File: config.mk
export PLATFORM = sky130hd
export DESIGN_NAME = xy_acc_mover_flat
export DESIGN_NICKNAME = d
export VERILOG_FILES = /design/src/rtl/xy_acc_mover_if.sv /design/src/rtl/xy_acc_mover.sv /design/src/flat_wrapper.sv
export SDC_FILE = /design/constraint.sdc
export NUM_CORES = 1
export LEC_CHECK = 0
export ABC_CLOCK_PERIOD_IN_PS = 2000
export CAP_MARGIN = 5
export CORE_ASPECT_RATIO = 0.75
export CORE_MARGIN = 1.5
export CORE_UTILIZATION = 42
export CTS_BUF_LIST = sky130_fd_sc_hd__clkbuf_4 sky130_fd_sc_hd__clkbuf_8
export DETAILED_ROUTE_END_ITERATION = 16
export GPL_ROUTABILITY_DRIVEN = 0
export PLACE_DENSITY = 0.74
export SYNTH_ARGS = -nofsm -noshare
export SYNTH_HDL_FRONTEND = slang
export SYNTH_SLANG_ARGS = --single-unit
export TNS_END_PERCENT = 50
File: constraint.sdc
create_clock -name clk -period 2 [get_ports clk]
set_input_delay 0.5 -clock clk [delete_from_list [all_inputs] [get_ports clk]]
set_output_delay 0.5 -clock clk [all_outputs]
set_load 0.1 [all_outputs]
File: src/rtl/xy_acc_mover_if.sv
// Request/response bundle between the control unit and xy_acc_mover.
// The slave modport is the mover's view, the master modport the requester's view.
interface xy_acc_mover_if #(
    parameter int WIDTH = 16
);
    logic             req_valid;
    logic             req_ready;
    logic [1:0]       req_op;
    logic             req_sel_xy;
    logic [WIDTH-1:0] acc_in;
    logic             acc_we;
    logic [WIDTH-1:0] acc_wdata;
    logic             done;
    logic             err;
    logic [WIDTH-1:0] x_out;
    logic [WIDTH-1:0] y_out;

    modport slave (
        input  req_valid, req_op, req_sel_xy, acc_in,
        output req_ready, acc_we, acc_wdata, done, err, x_out, y_out
    );

    modport master (
        output req_valid, req_op, req_sel_xy, acc_in,
        input  req_ready, acc_we, acc_wdata, done, err, x_out, y_out
    );
endinterface

File: src/rtl/xy_acc_mover.sv
// xy_acc_mover: owns the X/Y registers and moves data between them and the
// accumulator on a valid/ready request.
//   op 00 MOV ACC,reg  op 01 MOV reg,ACC  op 10 XCHG ACC,reg  op 11 illegal
// Optional feature macro: XY_XCHG_EN builds the XCHG path (SWAP2 state).
// Without it op 10 completes as an illegal op.
// All outputs come straight from registers; the pulse outputs are loaded on
// the edge that enters the cycle in which they must be visible.
module xy_acc_mover #(
    parameter int WIDTH = 16
) (
    input  logic           clk,
    input  logic           rst_n,
    xy_acc_mover_if.slave  bus
);

    localparam logic [1:0] OP_MOV_ACC = 2'b00;
    localparam logic [1:0] OP_MOV_REG = 2'b01;
`ifdef XY_XCHG_EN
    localparam logic [1:0] OP_XCHG    = 2'b10;
`endif

    typedef enum logic [1:0] {
        ST_IDLE  = 2'd0,
`ifdef XY_XCHG_EN
        ST_SWAP2 = 2'd2,
`endif
        ST_EXEC  = 2'd1
    } state_t;

    state_t           state_r;
    state_t           state_nxt_s;

    // Request fields captured at accept
    logic [1:0]       op_r,     op_nxt_s;
    logic             sel_r,    sel_nxt_s;
    logic [WIDTH-1:0] acc_r,    acc_nxt_s;

    logic [WIDTH-1:0] x_r,      x_nxt_s;
    logic [WIDTH-1:0] y_r,      y_nxt_s;

    // Output registers; in the XCHG path wdata_r doubles as the swap
    // temporary, holding the old register value through SWAP2.
    logic             ready_r,  ready_nxt_s;
    logic             we_r,     we_nxt_s;
    logic             done_r,   done_nxt_s;
    logic             err_r,    err_nxt_s;
    logic [WIDTH-1:0] wdata_r,  wdata_nxt_s;

    // State register
    always_ff @(posedge clk or negedge rst_n) begin
        if (!rst_n) begin
            state_r <= ST_IDLE;
        end else begin
            state_r <= state_nxt_s;
        end
    end

    // Next state, register updates and next output values
    always_comb begin
        state_nxt_s = state_r;
        op_nxt_s    = op_r;
        sel_nxt_s   = sel_r;
        acc_nxt_s   = acc_r;
        x_nxt_s     = x_r;
        y_nxt_s     = y_r;
        we_nxt_s    = 1'b0;
        done_nxt_s  = 1'b0;
        err_nxt_s   = 1'b0;
        wdata_nxt_s = wdata_r;

        case (state_r)
            ST_IDLE: begin
                if (bus.req_valid) begin
                    state_nxt_s = ST_EXEC;
                    op_nxt_s    = bus.req_op;
                    sel_nxt_s   = bus.req_sel_xy;
                    acc_nxt_s   = bus.acc_in;
                    case (bus.req_op)
                        OP_MOV_ACC: begin
                            we_nxt_s    = 1'b1;
                            done_nxt_s  = 1'b1;
                            wdata_nxt_s = bus.req_sel_xy ? y_r : x_r;
                        end
                        OP_MOV_REG: begin
                            done_nxt_s = 1'b1;
                        end
`ifdef XY_XCHG_EN
                        OP_XCHG: begin
                            // completion is signalled from SWAP2
                            done_nxt_s = 1'b0;
                        end
`endif
                        default: begin
                            done_nxt_s = 1'b1;
                            err_nxt_s  = 1'b1;
                        end
                    endcase
                end else begin
                    state_nxt_s = ST_IDLE;
                end
            end
            ST_EXEC: begin
                state_nxt_s = ST_IDLE;
                case (op_r)
                    OP_MOV_REG: begin
                        if (sel_r) begin
                            y_nxt_s = acc_r;
                        end else begin
                            x_nxt_s = acc_r;
                        end
                    end
`ifdef XY_XCHG_EN
                    OP_XCHG: begin
                        state_nxt_s = ST_SWAP2;
                        we_nxt_s    = 1'b1;
                        done_nxt_s  = 1'b1;
                        wdata_nxt_s = sel_r ? y_r : x_r;
                        if (sel_r) begin
                            y_nxt_s = acc_r;
                        end else begin
                            x_nxt_s = acc_r;
                        end
                    end
`endif
                    default: begin
                        state_nxt_s = ST_IDLE;
                    end
                endcase
            end
`ifdef XY_XCHG_EN
            ST_SWAP2: begin
                state_nxt_s = ST_IDLE;
            end
`endif
            default: begin
                state_nxt_s = ST_IDLE;
            end
        endcase

        ready_nxt_s = (state_nxt_s == ST_IDLE);
    end

    // Datapath and output registers
    always_ff @(posedge clk or negedge rst_n) begin
        if (!rst_n) begin
            op_r    <= 2'b00;
            sel_r   <= 1'b0;
            acc_r   <= {WIDTH{1'b0}};
            x_r     <= {WIDTH{1'b0}};
            y_r     <= {WIDTH{1'b0}};
            ready_r <= 1'b1;
            we_r    <= 1'b0;
            done_r  <= 1'b0;
            err_r   <= 1'b0;
            wdata_r <= {WIDTH{1'b0}};
        end else begin
            op_r    <= op_nxt_s;
            sel_r   <= sel_nxt_s;
            acc_r   <= acc_nxt_s;
            x_r     <= x_nxt_s;
            y_r     <= y_nxt_s;
            ready_r <= ready_nxt_s;
            we_r    <= we_nxt_s;
            done_r  <= done_nxt_s;
            err_r   <= err_nxt_s;
            wdata_r <= wdata_nxt_s;
        end
    end

    assign bus.req_ready = ready_r;
    assign bus.acc_we    = we_r;
    assign bus.acc_wdata = wdata_r;
    assign bus.done      = done_r;
    assign bus.err       = err_r;
    assign bus.x_out     = x_r;
    assign bus.y_out     = y_r;

endmodule
File: src/flat_wrapper.sv
// flat-port wrapper written by rule: the top's interface ports become plain ports
module xy_acc_mover_flat 
#(
    parameter int WIDTH = 16
)
  (clk, rst_n, bus_req_valid, bus_req_op, bus_req_sel_xy, bus_acc_in, bus_req_ready, bus_acc_we, bus_acc_wdata, bus_done, bus_err, bus_x_out, bus_y_out);
  xy_acc_mover_if #(.WIDTH(WIDTH)) bus_i ();
  input  logic clk;
  input  logic rst_n;
  input wire logic [$bits(bus_i.req_valid)-1:0] bus_req_valid;
  input wire logic [$bits(bus_i.req_op)-1:0] bus_req_op;
  input wire logic [$bits(bus_i.req_sel_xy)-1:0] bus_req_sel_xy;
  input wire logic [$bits(bus_i.acc_in)-1:0] bus_acc_in;
  output wire logic [$bits(bus_i.req_ready)-1:0] bus_req_ready;
  output wire logic [$bits(bus_i.acc_we)-1:0] bus_acc_we;
  output wire logic [$bits(bus_i.acc_wdata)-1:0] bus_acc_wdata;
  output wire logic [$bits(bus_i.done)-1:0] bus_done;
  output wire logic [$bits(bus_i.err)-1:0] bus_err;
  output wire logic [$bits(bus_i.x_out)-1:0] bus_x_out;
  output wire logic [$bits(bus_i.y_out)-1:0] bus_y_out;
  assign bus_i.req_valid = bus_req_valid;
  assign bus_i.req_op = bus_req_op;
  assign bus_i.req_sel_xy = bus_req_sel_xy;
  assign bus_i.acc_in = bus_acc_in;
  assign bus_req_ready = bus_i.req_ready;
  assign bus_acc_we = bus_i.acc_we;
  assign bus_acc_wdata = bus_i.acc_wdata;
  assign bus_done = bus_i.done;
  assign bus_err = bus_i.err;
  assign bus_x_out = bus_i.x_out;
  assign bus_y_out = bus_i.y_out;
  xy_acc_mover #(.WIDTH(WIDTH)) u_core (.clk(clk), .rst_n(rst_n), .bus(bus_i));
endmodule
## After elaboration in Yosys (flattened, before gate mapping)

Cells that the tools add are included.

| storage, ports and cells | value |
|---|---|
| flip-flop bits (word level) | 72 |
| latch bits | 0 |
| RAM bits | 0 |
| ROM bits | 0 |
| output and inout port bits | 52 |
| logic and storage cells | 34 |
| memories | 0 |

| operators by class | value |
|---|---|
| $add $sub $neg | 0 |
| multipliers | 0 |
| div/mod/pow operators | 0 |
| magnitude comparators | 0 |
| equality and inequality tests | 3 |
| shifts and indexed selects | 0 |
| multiplexer cells | 11 |
| bitwise gates (word level) | 1 |
| reduce and logical (&&, ||, !) cells | 8 |

Operators with widths:

| cell | number |
|---|---|
| 16-bit two-way mux | 1 |
| 1-bit two-way mux | 10 |
| 3-bit AND reduction | 3 |
| 2-bit zero test | 3 |
| 2-bit by 1-bit == test with 1-bit output, second input constant | 2 |
| 2-bit AND reduction | 1 |
| 2-bit OR reduction | 1 |
| 1-bit == test, second input constant | 1 |
| 1-bit inverter | 1 |

## Logic depth before layout (Yosys ltp)

| logic depth | value |
|---|---|
| word-level depth | 5 |
| depth in mapped cells | 4 |
| depth with buffers taken out | 2 |

## Worst setup path before layout

OpenSTA, ideal clock, no wires.

| path | value |
|---|---|
| kind | register to register |
| start | reg u_core.state_r[0] |
| end | reg u_core.x_r[10], in the netlist u_core.bus.x_out[10] |
| setup time | 0.126 ns |
| arrival | 1.967 ns |
| path slack | -0.092 ns |
| stages on the path, launching flop included | 5 |
| path buffers | 2 |
| period minus slack after synthesis | 2.092 ns |
| cell sequence | dfrtp_1 nor4bb_1 buf_2 buf_4 mux2_2 |

| between the ends | value |
|---|---|
| word-level cells in the longest chain between the ends | 2 |

Ends and longest elaborated chain:

| what | RTL line | text |
|---|---|---|
| start: declaration | xy_acc_mover.sv:30 | `state_t state_r;` |
| start signal: assignment | xy_acc_mover.sv:54 | `state_r <= state_nxt_s;` |
| 1-bit == test | xy_acc_mover.sv:71 | `case (state_r)` |
| 3-bit AND reduction (no line) | -- |  |
| end signal: assignment | xy_acc_mover.sv:149 | `x_r <= {WIDTH{1'b0}};` |
| end signal: assignment | xy_acc_mover.sv:160 | `x_r <= x_nxt_s;` |
| end: declaration | xy_acc_mover.sv:38 | `logic [WIDTH-1:0] x_r, x_nxt_s;` |

No other way between the ends.
A chain may end at the register's enable or synchronous reset.

## Final worst setup path

| path | value |
|---|---|
| start | reg u_core.op_r[1] |
| end | reg u_core.y_r[8], in the netlist u_core.bus.y_out[8] |

| between the ends | value |
|---|---|
| word-level cells in the longest chain between the ends | 2 |

Ends and longest elaborated chain:

| what | RTL line | text |
|---|---|---|
| start: declaration | xy_acc_mover.sv:34 | `logic [1:0] op_r, op_nxt_s;` |
| start signal: assignment | xy_acc_mover.sv:157 | `op_r <= op_nxt_s;` |
| 2-bit by 1-bit == test with 1-bit output | xy_acc_mover.sv:104 | `case (op_r)` |
| 3-bit AND reduction (no line) | -- |  |
| end signal: assignment | xy_acc_mover.sv:150 | `y_r <= {WIDTH{1'b0}};` |
| end signal: assignment | xy_acc_mover.sv:161 | `y_r <= y_nxt_s;` |
| end: declaration | xy_acc_mover.sv:39 | `logic [WIDTH-1:0] y_r, y_nxt_s;` |

No other way between the ends.

==> results_dict.tcl <==
set metrics [dict create \
    status "finished, final reports clean" \
    yosys.area.top_type "dfrtp_1" \
    syn_inst 168 \
    grt-ovfl-total 0 \
    max-cap-violations 0 \
    n_fill_cell 463 \
    port_buffers 73 \
    clock-sinks 71 \
    die_area_mm2 0.00724 \
    core_area_mm2 0.00641 \
    synth_nets 190 \
    drc 0 \
    hold_viol 0 \
    finalWirelength_mm 5.84 \
    seqCellArea_mm2 0.00178 \
    h-tree-depth 3 \
    startpoint "u_core.op_r[1]" \
    fmax_mhz 575 \
    ys_seq_area_frac 0.629 \
    hold_buffers 0 \
    crit_fanout 16 \
    antenna_left 0 \
    path_clk_slew_ns 0.08 \
    rr_worst_depth 2 \
    r2r_end "u_core.bus.y_out[8]" \
    synth.avg_cell_area_um2 16.8 \
    clk_latency_ns 0.34 \
    max-clock-path-buffers 2 \
    rrSetupSlack_ns 0.26 \
    antenna_found_initial 0 \
    io_pins 74 \
    globalRouteTotalUtil 0.177 \
    drt_iter0_drc 33 \
    topRoutingLayerUsed "met4" \
    multi_input_area_mm2 0.00101 \
    worstPathRequired_ns 2.22 \
    wl_per_cell_um 17.4 \
    rows 25 \
    post_cts_resized 0 \
    synth.distinct_cells 12 \
    slew_headroom 0.527 \
    fin_skew_ns 0.00667 \
    setup_viol_count_final 0 \
    grt_pass1_vias 1860 \
    syn_area_mm2 0.00283 \
    start_kind "flop" \
    synthToLayoutAreaGrowth_pct 51.8 \
    clockRootBuffer "clkbuf_8" \
    rsz0062_at_grt "no" \
    vias_per_cell 5.00 \
    initial_core_util 0.441 \
    reg2reg_from "u_core.op_r[1]" \
    synthDominantCellAreaShare 0.620 \
    path_cells "nand4b_2 > mux2_2" \
    ys_top_cells_by_area "dfrtp_1 (62%), mux2_2 (33%), buf_2 (1.1%), dfstp_2 (0.93%), nor4b_4 (0.84%)" \
    synth_seq_cells 71 \
    die_w_um 97.7 \
    path_class "flop to flop" \
    via_count 1680 \
    post-cts-setup-buffers 0 \
    drv_slew 0 \
    synth_warnings 0 \
    grt_pass1_wl_mm 9.58 \
    cts_tree "yes" \
    m1WireLength_mm 2.61 \
    wl_met3_um 271 \
    slowest_stage "nand4b_2" \
    fin_nets 272 \
    utilization 0.669 \
    slowest_delay_ns 0.69 \
    period_share 0.869 \
    hold_path_class "input pin to asynchronous set/reset pin" \
    grt_max_degree 44 \
    timing.final.crit_period_ns 1.74 \
    dpl.hpwl_mm 3.97 \
    drive_gt1_frac 0.643 \
    cts_made_buffers 9 \
    die_h_um 74.0 \
    worst_slew_pin_slew_ns 0.707 \
    crit_arrival_ns 1.95 \
    dr_wl_met2_mm 2.90 \
    first_pass_iters 4 \
    num_antenna_cells 0 \
    crit_path_end_kind "flop" \
]
## cells in the mapped netlist
master     n
buf_2      6
nor4bb_1   1
buf_6      1
dfrtp_1   70
nand4b_2   1
mux2_2    83
and2_1     1
nor4b_4    1
inv_1      1
dfstp_2    1
buf_4      1
nor2b_1    1
## critical path, delay by kind of cell, from the launching register on
family / cells / cell delay, ns
simple gates: 1 / 0.69
flops: 1 / 0.43
mux: 1 / 0.51
## registers in the layout, indices dropped and copies added, names as in the netlist
register	flops
u_core.acc_r	16
u_core.bus.acc_wdata	16
u_core.bus.acc_we	1
u_core.bus.err	1
u_core.bus.req_ready	1
u_core.bus.x_out	16
u_core.bus.y_out	16
u_core.op_r	2
u_core.sel_r	1
u_core.state_r	1
## cells by family after synthesis
logic type	after synthesis	share of synthesized area
buffers and inverters	9	0.0186
DFF	71	0.629
muxes	83	0.331
and+or+nand+nor	5	0.0217
## metrics by stage
stage	setup TNS (ns)	hold slack (ns)	std cells	setup slack (ns)	area, µm²
after floorplan	0	0.204	168	0.182	2830
after global placement	0	0.497	320	0.0528	4080
after detailed placement	-0.0105	0.515	320	-0.00642	4080
after CTS	0	0.148	336	0.245	4290
after global routing	0	0.171	336	0.149	4290
final	0	0.145	336	0.262	4290
## area by class of cell
cell class	instances	share of cell area
Sequential cell	71	0.415
Inverter	1	0.000875
Timing Repair Buffer	79	0.275
Multi-Input combinational cell	88	0.236
Clock buffer	9	0.0289
Clock inverter	7	0.0204
Tap cell	81	0.0236
## per-layer routing
| metal | vias up | track usage |
|---|---|---|
| li1 | 767 | - |
| met1 | 866 | 0.218 |
| met2 | 43 | 0.299 |
| met3 | 4 | 0.0648 |
| met4 | 0 | 0.0524 |
| met5 | - | 0 |
## layout by cell type (no fill, tap or decap), drive strengths merged, types with 2 or more instances in the layout
cell           count
buf               59
clkinv             4
clkdlybuf4s50     20
mux2              83
dfrtp             70
clkbuf             9
bufinv             2
## how the worst max path moves through the flow
stage | to | slack (ns) | cells past startpoint
6_report | u_core.bus.y_out[8] | 0.26 | 2
3_5_place_dp | u_core.bus.acc_wdata[6] | -0.006 | 4
2_1_floorplan | u_core.bus.acc_wdata[10] | 0.18 | 3
3_3_place_gp | u_core.bus.acc_wdata[9] | 0.05 | 4
5_1_grt | u_core.bus.y_out[4] | 0.15 | 2
4_1_cts | u_core.bus.y_out[1] | 0.24 | 2
Power is not shown: default switching activity piles up to over one toggle a cycle in this logic, so the estimate is an artifact.
